`src/rtl/mips_ctrl_pkg.sv`:
```
// ---------------------------------------------------------------------------
// mips_ctrl_pkg
// Shared constants for the MIPS control units (single-cycle and multicycle):
//   - opcode values of the supported instruction subset
//   - alu_op codes driven towards the ALU control
//   - multicycle controller state encodings
// ---------------------------------------------------------------------------
package mips_ctrl_pkg;

  // Opcodes (IR[31:26])
  localparam logic [5:0] OP_RTYPE = 6'b000000;
  localparam logic [5:0] OP_J     = 6'b000010;
  localparam logic [5:0] OP_JAL   = 6'b000011;
  localparam logic [5:0] OP_BEQ   = 6'b000100;
  localparam logic [5:0] OP_BNE   = 6'b000101;
  localparam logic [5:0] OP_ADDI  = 6'b001000;
  localparam logic [5:0] OP_SLTI  = 6'b001010;
  localparam logic [5:0] OP_SLTIU = 6'b001011;
  localparam logic [5:0] OP_ANDI  = 6'b001100;
  localparam logic [5:0] OP_ORI   = 6'b001101;
  localparam logic [5:0] OP_XORI  = 6'b001110;
  localparam logic [5:0] OP_LUI   = 6'b001111;
  localparam logic [5:0] OP_LW    = 6'b100011;
  localparam logic [5:0] OP_SW    = 6'b101011;

  // alu_op codes
  localparam logic [2:0] ALU_FUNCT = 3'b000;
  localparam logic [2:0] ALU_SUB   = 3'b001;
  localparam logic [2:0] ALU_SLT   = 3'b010;
  localparam logic [2:0] ALU_ADD   = 3'b011;
  localparam logic [2:0] ALU_SLTU  = 3'b100;
  localparam logic [2:0] ALU_AND   = 3'b101;
  localparam logic [2:0] ALU_OR    = 3'b110;
  localparam logic [2:0] ALU_XOR   = 3'b111;

  // Multicycle controller states
  typedef enum logic [3:0] {
    S_FETCH     = 4'd0,
    S_DECODE    = 4'd1,
    S_MEM_ADDR  = 4'd2,
    S_MEM_READ  = 4'd3,
    S_MEM_WB    = 4'd4,
    S_MEM_WRITE = 4'd5,
    S_R_EXEC    = 4'd6,
    S_R_WB      = 4'd7,
    S_I_EXEC    = 4'd8,
    S_I_WB      = 4'd9,
    S_BRANCH    = 4'd10,
    S_JUMP      = 4'd11,
    S_JAL       = 4'd12
  } state_t;

endpackage

```
`src/rtl/multicycle_control_opcode_class.sv`:
```
// ---------------------------------------------------------------------------
// opcode_class
// Combinational classification of an opcode into the instruction families the
// multicycle controller branches on in DECODE.
//   i_opcode    in  6  IR[31:26]
//   o_is_mem    out 1  lw or sw
//   o_is_rtype  out 1  R-type (opcode 000000)
//   o_is_imm    out 1  addi/slti/sltiu/andi/ori/xori/lui
//   o_is_branch out 1  beq or bne
//   o_is_j      out 1  j
//   o_is_jal    out 1  jal
//   o_legal     out 1  opcode belongs to the supported subset
// ---------------------------------------------------------------------------
module opcode_class
  import mips_ctrl_pkg::*;
(
  input  logic [5:0] i_opcode,
  output logic       o_is_mem,
  output logic       o_is_rtype,
  output logic       o_is_imm,
  output logic       o_is_branch,
  output logic       o_is_j,
  output logic       o_is_jal,
  output logic       o_legal
);

  always_comb begin
    o_is_mem    = 1'b0;
    o_is_rtype  = 1'b0;
    o_is_imm    = 1'b0;
    o_is_branch = 1'b0;
    o_is_j      = 1'b0;
    o_is_jal    = 1'b0;
    case (i_opcode)
      OP_LW, OP_SW:       o_is_mem    = 1'b1;
      OP_RTYPE:           o_is_rtype  = 1'b1;
      OP_ADDI, OP_SLTI, OP_SLTIU, OP_ANDI,
      OP_ORI, OP_XORI, OP_LUI:
                          o_is_imm    = 1'b1;
      OP_BEQ, OP_BNE:     o_is_branch = 1'b1;
      OP_J:               o_is_j      = 1'b1;
      OP_JAL:             o_is_jal    = 1'b1;
      default:            ;
    endcase
    o_legal = o_is_mem | o_is_rtype | o_is_imm | o_is_branch | o_is_j | o_is_jal;
  end

endmodule

```
`src/rtl/multicycle_control.sv`:
```
// ---------------------------------------------------------------------------
// multicycle_control
// Moore FSM sequencing a multicycle MIPS datapath (one memory port, one ALU).
//   clk, reset (async, active-low)
//   opcode, mem_ready                 inputs
//   pc_write, pc_write_cond, branch_ne, pc_source  PC update controls
//   i_or_d, mem_read, mem_write, ir_write          memory / IR controls
//   reg_dst, mem_to_reg, reg_write                 register file controls
//   alu_src_a, alu_src_b, alu_op, sign_or_zero     ALU controls
//   illegal_op                        pulse in DECODE for unsupported opcode
//   state                             current state (debug)
// ---------------------------------------------------------------------------
module multicycle_control
  import mips_ctrl_pkg::*;
#(
  parameter int STATE_W = 4
) (
  input  logic               clk,
  input  logic               reset,
  input  logic [5:0]         opcode,
  input  logic               mem_ready,
  output logic               pc_write,
  output logic               pc_write_cond,
  output logic               branch_ne,
  output logic [1:0]         pc_source,
  output logic               i_or_d,
  output logic               mem_read,
  output logic               mem_write,
  output logic               ir_write,
  output logic [1:0]         reg_dst,
  output logic [1:0]         mem_to_reg,
  output logic               reg_write,
  output logic               alu_src_a,
  output logic [1:0]         alu_src_b,
  output logic [2:0]         alu_op,
  output logic               sign_or_zero,
  output logic               illegal_op,
  output logic [STATE_W-1:0] state
);

  state_t r_state;
  state_t w_nextState;

  logic w_isMem, w_isRtype, w_isImm, w_isBranch, w_isJ, w_isJal, w_legal;

  opcode_class u_opcodeClass (
    .i_opcode   (opcode),
    .o_is_mem   (w_isMem),
    .o_is_rtype (w_isRtype),
    .o_is_imm   (w_isImm),
    .o_is_branch(w_isBranch),
    .o_is_j     (w_isJ),
    .o_is_jal   (w_isJal),
    .o_legal    (w_legal)
  );

  // State register; reset abandons any instruction in flight.
  always_ff @(posedge clk or negedge reset) begin
    if (!reset) r_state <= S_FETCH;
    else        r_state <= w_nextState;
  end

  assign state = STATE_W'(r_state);

  // Next-state and per-state outputs. FETCH is the only state whose strobes
  // follow mem_ready combinationally, so the IR/PC load lands on the cycle the
  // memory completes.
  always_comb begin
    w_nextState   = r_state;
    pc_write      = 1'b0;
    pc_write_cond = 1'b0;
    branch_ne     = 1'b0;
    pc_source     = 2'b00;
    i_or_d        = 1'b0;
    mem_read      = 1'b0;
    mem_write     = 1'b0;
    ir_write      = 1'b0;
    reg_dst       = 2'b00;
    mem_to_reg    = 2'b00;
    reg_write     = 1'b0;
    alu_src_a     = 1'b0;
    alu_src_b     = 2'b00;
    alu_op        = 3'b000;
    sign_or_zero  = 1'b1;
    illegal_op    = 1'b0;

    case (r_state)
      S_FETCH: begin
        mem_read  = 1'b1;
        alu_src_b = 2'b01;
        alu_op    = ALU_ADD;
        ir_write  = mem_ready;
        pc_write  = mem_ready;
        if (mem_ready) w_nextState = S_DECODE;
      end
      S_DECODE: begin
        // ALU precomputes the branch target into ALUOut.
        alu_src_b = 2'b11;
        alu_op    = ALU_ADD;
        if      (w_isMem)    w_nextState = S_MEM_ADDR;
        else if (w_isRtype)  w_nextState = S_R_EXEC;
        else if (w_isImm)    w_nextState = S_I_EXEC;
        else if (w_isBranch) w_nextState = S_BRANCH;
        else if (w_isJ)      w_nextState = S_JUMP;
        else if (w_isJal)    w_nextState = S_JAL;
        else                 w_nextState = S_FETCH;
        illegal_op = ~w_legal;
      end
      S_MEM_ADDR: begin
        alu_src_a   = 1'b1;
        alu_src_b   = 2'b10;
        alu_op      = ALU_ADD;
        w_nextState = (opcode == OP_LW) ? S_MEM_READ : S_MEM_WRITE;
      end
      S_MEM_READ: begin
        mem_read = 1'b1;
        i_or_d   = 1'b1;
        if (mem_ready) w_nextState = S_MEM_WB;
      end
      S_MEM_WB: begin
        reg_write   = 1'b1;
        mem_to_reg  = 2'b01;
        w_nextState = S_FETCH;
      end
      S_MEM_WRITE: begin
        mem_write = 1'b1;
        i_or_d    = 1'b1;
        if (mem_ready) w_nextState = S_FETCH;
      end
      S_R_EXEC: begin
        alu_src_a   = 1'b1;
        alu_op      = ALU_FUNCT;
        w_nextState = S_R_WB;
      end
      S_R_WB: begin
        reg_write   = 1'b1;
        reg_dst     = 2'b01;
        w_nextState = S_FETCH;
      end
      S_I_EXEC: begin
        alu_src_a = 1'b1;
        alu_src_b = 2'b10;
        case (opcode)
          OP_SLTI:  alu_op = ALU_SLT;
          OP_SLTIU: begin alu_op = ALU_SLTU; sign_or_zero = 1'b0; end
          OP_ANDI:  begin alu_op = ALU_AND;  sign_or_zero = 1'b0; end
          OP_ORI:   begin alu_op = ALU_OR;   sign_or_zero = 1'b0; end
          OP_XORI:  begin alu_op = ALU_XOR;  sign_or_zero = 1'b0; end
          OP_LUI:   begin alu_op = ALU_ADD;  sign_or_zero = 1'b0; end
          default:  alu_op = ALU_ADD;
        endcase
        w_nextState = S_I_WB;
      end
      S_I_WB: begin
        reg_write   = 1'b1;
        mem_to_reg  = (opcode == OP_LUI) ? 2'b11 : 2'b00;
        w_nextState = S_FETCH;
      end
      S_BRANCH: begin
        alu_src_a     = 1'b1;
        alu_op        = ALU_SUB;
        pc_write_cond = 1'b1;
        pc_source     = 2'b01;
        branch_ne     = (opcode == OP_BNE);
        w_nextState   = S_FETCH;
      end
      S_JUMP: begin
        pc_write    = 1'b1;
        pc_source   = 2'b10;
        w_nextState = S_FETCH;
      end
      S_JAL: begin
        // PC already holds PC+4, which is the link value written to $31.
        pc_write    = 1'b1;
        pc_source   = 2'b10;
        reg_write   = 1'b1;
        reg_dst     = 2'b10;
        mem_to_reg  = 2'b10;
        w_nextState = S_FETCH;
      end
      default: w_nextState = S_FETCH;
    endcase

    // While reset is held no strobe may fire, even though the state reads
    // FETCH and mem_ready may be high.
    if (!reset) begin
      pc_write      = 1'b0;
      pc_write_cond = 1'b0;
      mem_read      = 1'b0;
      mem_write     = 1'b0;
      ir_write      = 1'b0;
      reg_write     = 1'b0;
      illegal_op    = 1'b0;
    end
  end

endmodule

```
`config.mk`:
```
export PLATFORM = sky130hd
export DESIGN_NAME = multicycle_control
export DESIGN_NICKNAME = d
export VERILOG_FILES = /design/src/rtl/mips_ctrl_pkg.sv /design/src/rtl/multicycle_control_opcode_class.sv /design/src/rtl/multicycle_control.sv
export SDC_FILE = /design/constraint.sdc
export NUM_CORES = 1
export LEC_CHECK = 0
export CAP_MARGIN = 5
export CORE_ASPECT_RATIO = 1.4
export CORE_MARGIN = 2
export CORE_UTILIZATION = 41
export CTS_CLUSTER_SIZE = 40
export DETAILED_ROUTE_END_ITERATION = 8
export PLACE_DENSITY = 0.88
export SYNTH_ARGS = -nofsm -noshare
export SYNTH_HDL_FRONTEND = slang
export SYNTH_HIERARCHICAL = 1
export SYNTH_SLANG_ARGS = --single-unit
```
`constraint.sdc`:
```
create_clock -name clk -period 1.88 [get_ports clk]
set_input_delay 0.376 -clock clk [delete_from_list [all_inputs] [get_ports clk]]
set_output_delay 0.376 -clock clk [all_outputs]
set_load 0.005 [all_outputs]
```
==> metrics, run 1 <==
Die Ht=55.8 um; post-synthesis adder-cell area fraction=0%; Post-synth EDFFs=0; worst endpoint type=output port; Setup WS pre-CTS=-784 ps; CTS max path bufs=2; Seq/Total Area, Yosys=12.7%; CTS sink cnt=4; top-count cell post-synth=nor2_1; CTS root buffer=clkbuf_4; Synth area leader=dfrtp_1; syn avg cell area=between 6 and 7 sq um; Final HPWL DP=2410 um; synth top area cells=dfrtp_1 (13%), nor2_1 (7.6%), nand2b_1 (6.4%); status=aborted with a tool error; number of synthesized register bits=4; Synth warnings=6; CTS buffer count=3; main combinational cell family by area after synthesis=simple AND/OR/NAND/NOR gates; Mapped Nets=125; mux cell area share after synthesis=around 1.4%; tool error=[ERROR DPL-0038] Utilization greater than 100%, impossible to legalize; fraction of the mapped netlist area in compound gates=around a quarter; simple-gate area share of the yosys netlist=between 50% and 60%; # rows=18; Synth Area in XOR/XNOR=2.23%; I/O Pins=35; Stop stage=global routing; Inst Count DP=~210; Most used DFF post-synth=dfrtp_1; Synth Cell Area=roughly 800 sq um; top cell type's share of synthesized area=between 10% and 20%; H-tree levels=1; largest net degree at the start of global routing=13; ys async rst share=100%; IO buf count=34; RD Place Congestion=0.980; Post-Synthesis Cells=116; post-synthesis cell type count=between 40 and 50; Post-CTS Hold Buffers=0; most frequent cells after synthesis=nor2_1 (16), nand2_1 (8), nand2b_1 (8); DIE WIDTH=41.0 um; Initial Utilization=44.2%; Worst endpoint, post-GRT repair=branch_ne
==> per-stage QoR <==
stage | instance area (sq um) | hold slack [ps]
floorplan | 787 | 80.4
global placement | 1440 | 777
detailed placement | 1440 | 797
CTS | 1640 | 277
==> timing repair <==
item / CTS
endpoints found under the setup margin: 26
pin swaps: 22
gates resized for setup: 126
setup buffers: 15
cloned: 0
==> kinds of logic after synthesis <==
group / count (synthesis)
muxes: 1
xor gates and xnor gates: 2
buffers and inverters: 9
AOI/OAI and AO/OA: 28
and+or+nand+nor: 72
DFF: 4
==> run 2: changes to the inputs <==
--- a/config.mk
+++ b/config.mk
@@ -6,12 +6,10 @@
 export NUM_CORES = 1
 export LEC_CHECK = 0
 export CAP_MARGIN = 5
-export CORE_ASPECT_RATIO = 1.4
-export CORE_MARGIN = 2
-export CORE_UTILIZATION = 41
-export CTS_CLUSTER_SIZE = 40
+export CORE_AREA = 2 2 63 65
 export DETAILED_ROUTE_END_ITERATION = 8
-export PLACE_DENSITY = 0.88
+export DIE_AREA = 0 0 65 67
+export PLACE_DENSITY_LB_ADDON = 0.15
 export SYNTH_ARGS = -nofsm -noshare
 export SYNTH_HDL_FRONTEND = slang
 export SYNTH_HIERARCHICAL = 1
==> run 2 against run 1 <==
The flow now finishes, with violations (negative setup slack); area after synthesis unchanged; synthesized cell count did not move.
==> metrics, run 2 <==
post-synthesis adder-cell area fraction=0% (unchanged); Initial Utilization=21.8% (was 44.2%); GRT overflow=0; Max-Cap Viols=0; Final HPWL DP=2490 um (was 2410 um); TritonCTS clock tree=built; minimum clock period=2010 ps; Hold Crit Class=primary input to async pin; vias in the first global route=roughly 1200; status=finished, violations left (was aborted with a tool error); simple-gate area share of the yosys netlist=54.1% (unchanged); WP data required=1500 ps; I/O Pins=35 (unchanged); CP arrival=1640 ps; Mapped Nets=125 (unchanged); Post-synth EDFFs=0 (unchanged); final worst setup slack=-132 ps; mux cell area share after synthesis=1.43% (unchanged); Via density=4.85; Power Total=1.56 mW; iteration-0 DRC count of the detailed router=13; peak fanout along the critical path=5; kind of critical path=register to output pin; CTS sink cnt=4 (unchanged); total track usage=around 16%; most frequent cells in the layout=buf_4 (59), buf_2 (14), nor2_1 (12), buf_6 (12), nand2_1 (7); Largest register FFs=4; Least-Margin Pin Slew=around 500 ps; synth top area cells=dfrtp_1 (13%), nor2_1 (7.6%), nand2b_1 (6.4%) (unchanged); DRC=0; first-pass GRT wire length=approximately 5500 um; DRT antenna net count=0; fin cells=261; full die area=0.00436 sq mm; final hold vios=0; Synth Cell Area=787 sq um (unchanged); syn avg cell area=6.78 sq um (unchanged); # rows=22 (was 18); H-tree levels=1 (unchanged); main combinational cell family by area after synthesis=simple AND/OR/NAND/NOR gates (unchanged); Synth area leader=dfrtp_1 (unchanged); number of synthesized register bits=4 (unchanged); fraction of the mapped netlist area in compound gates=24.6% (unchanged); Synth warnings=6 (unchanged); filler instances=387; Inst Count DP=244 (was 206); n_diodes=0; Post-Synthesis Cells=116 (unchanged); Seq/Total Area, Yosys=12.7% (unchanged); Crit. End Element=output pin; top-count cell post-synth=nor2_1 (unchanged); worst hold slack=281 ps; ys async rst share=100% (unchanged); largest net degree at the start of global routing=13; period utilization=107%; initial antenna violation count=0; 1st-pass router iterations=4; CTS root buffer=clkbuf_8 (was clkbuf_4); P_leak=between 0.8 and 0.9 nW; worst IR drop on VDD=0.343 mV; top cell type's share of synthesized area=12.7% (unchanged); Most used DFF post-synth=dfrtp_1 (unchanged); RD Place Congestion=0.855 (was 0.980); core area=0.00361 sq mm; share of cells above drive strength 1=58.2%; count of final max-slew check failures=0; post-DR wirelength/cell=around 13 um; commonest non-fill, non-tap cell in the layout=buf_4; failing checks=negative setup slack; Startpoint Class=register; Final setup viols=9; relative slew slack=between 60% and 70%; vias=1266; IO buf count=34 (unchanged); PD cells=847 mW/mm^2; CTS max path bufs=2 (unchanged); Final nets=224; post-route clock skew=4.26 ps; RSZ-0062 raised after global routing=yes; Fmax achieved=497 MHz; Area Overhead vs Synth=134%; worst skew pair latency=220 ps; design area=0.00184 sq mm; DIE WIDTH=65 um (was 41.0 um); Die Ht=67 um (was 55.8 um); Synth Area in XOR/XNOR=2.23% (unchanged); CTS buffer count=3 (unchanged); Clock transition at path regs=30 ps; Post-Route WL=3390 um; Post-DP Area=0.00155 sq mm (was 0.00144 sq mm); post-synthesis cell type count=46 (unchanged); most frequent cells after synthesis=nor2_1 (16), nand2_1 (8), nand2b_1 (8) (unchanged); Post-CTS Hold Buffers=0 (unchanged)
==> run 2: cell counts after synthesis <==
No cell type changed its count.
==> run 2: cells by family after synthesis <==
kind of cell / count (synthesis)
flops: 4
simple gates: 72
xor+xnor: 2
buf+inv: 9
compound gates: 28
mux: 1
==> run 2: layer usage <==
layer | global-route usage (%) | vias up | wire length (um)
met3 | 1.52 | 2 | 129
met2 | 32.3 | 28 | 1900
met5 | 0 | - | 0
met1 | 17.8 | 607 | 1350
li1 | - | 629 | -
met4 | 3.46 | 0 | 11
==> run 2: final cells by class <==
| cell class | count | area, sq um | area share, % |
|---|---|---|---|
| repair buffers | 101 | 808 | 43.9 |
| multi-input cells | 103 | 818 | 44.5 |
| well taps | 48 | 60.1 | 3.27 |
| flip-flops and latches | 4 | 104 | 5.65 |
| clock buffers | 3 | 41.3 | 2.24 |
| inverters | 2 | 7.51 | 0.408 |
==> run 2: per-stage QoR <==
step / setup WS (ps) / setup TNS (ps) / utilization, %
after global routing: -190 / -1210 / 51.0
final: -132 / -637 / 51.0
after global placement: -747 / -9260 / 43.1
after CTS: -215 / -996 / 48.6
after floorplan: 198 / 0 / -
after detailed placement: -754 / -9450 / 43.1
==> run 2: path summary, 6_finish.rpt <==
| check | start | end | slack, ps | cells after the start |
|---|---|---|---|---|
| worst max-delay path | state[0]$_DFFE_PN0P_ | pc_write | -130 | 6 |
| worst min-delay path | reset | state[3]$_DFFE_PN0P_ | 280 | 2 |
| worst max register to register | state[0]$_DFFE_PN0P_ | state[0]$_DFFE_PN0P_ | 330 | 6 |
| worst min register to register | state[0]$_DFFE_PN0P_ | state[1]$_DFFE_PN0P_ | 760 | 2 |
| max in group asynchronous | reset | state[0]$_DFFE_PN0P_ | 1470 | 2 |
| min in group clk | opcode[5] | state[2]$_DFFE_PN0P_ | 750 | 5 |
==> run 2: critical path, cell delays in order (launching register included) <==
cell	delay, ps
dfrtp_2	450
buf_6	140
or3b_4	380
a21boi_2	140
buf_4	120
a21o_1	100
buf_2	100
==> run 2: report_power, final <==
| part | internal (mW) | total (mW) | switching (mW) |
|---|---|---|---|
| Clock | 0.136 | 0.179 | 0.0430 |
| Combinational | 0.710 | 1.21 | 0.499 |
| Sequential | 0.116 | 0.169 | 0.0531 |
==> run 2: timing repair <==
action                                  4_1_cts  5_1_grt
cloned                                        0        0
endpoints found under the setup margin       26       20
hold endpoints to repair                      0        0
buffers inserted                             12        4
resized for setup                           115       23
pin swaps                                    14       14
(Power assumes the default switching activity.)
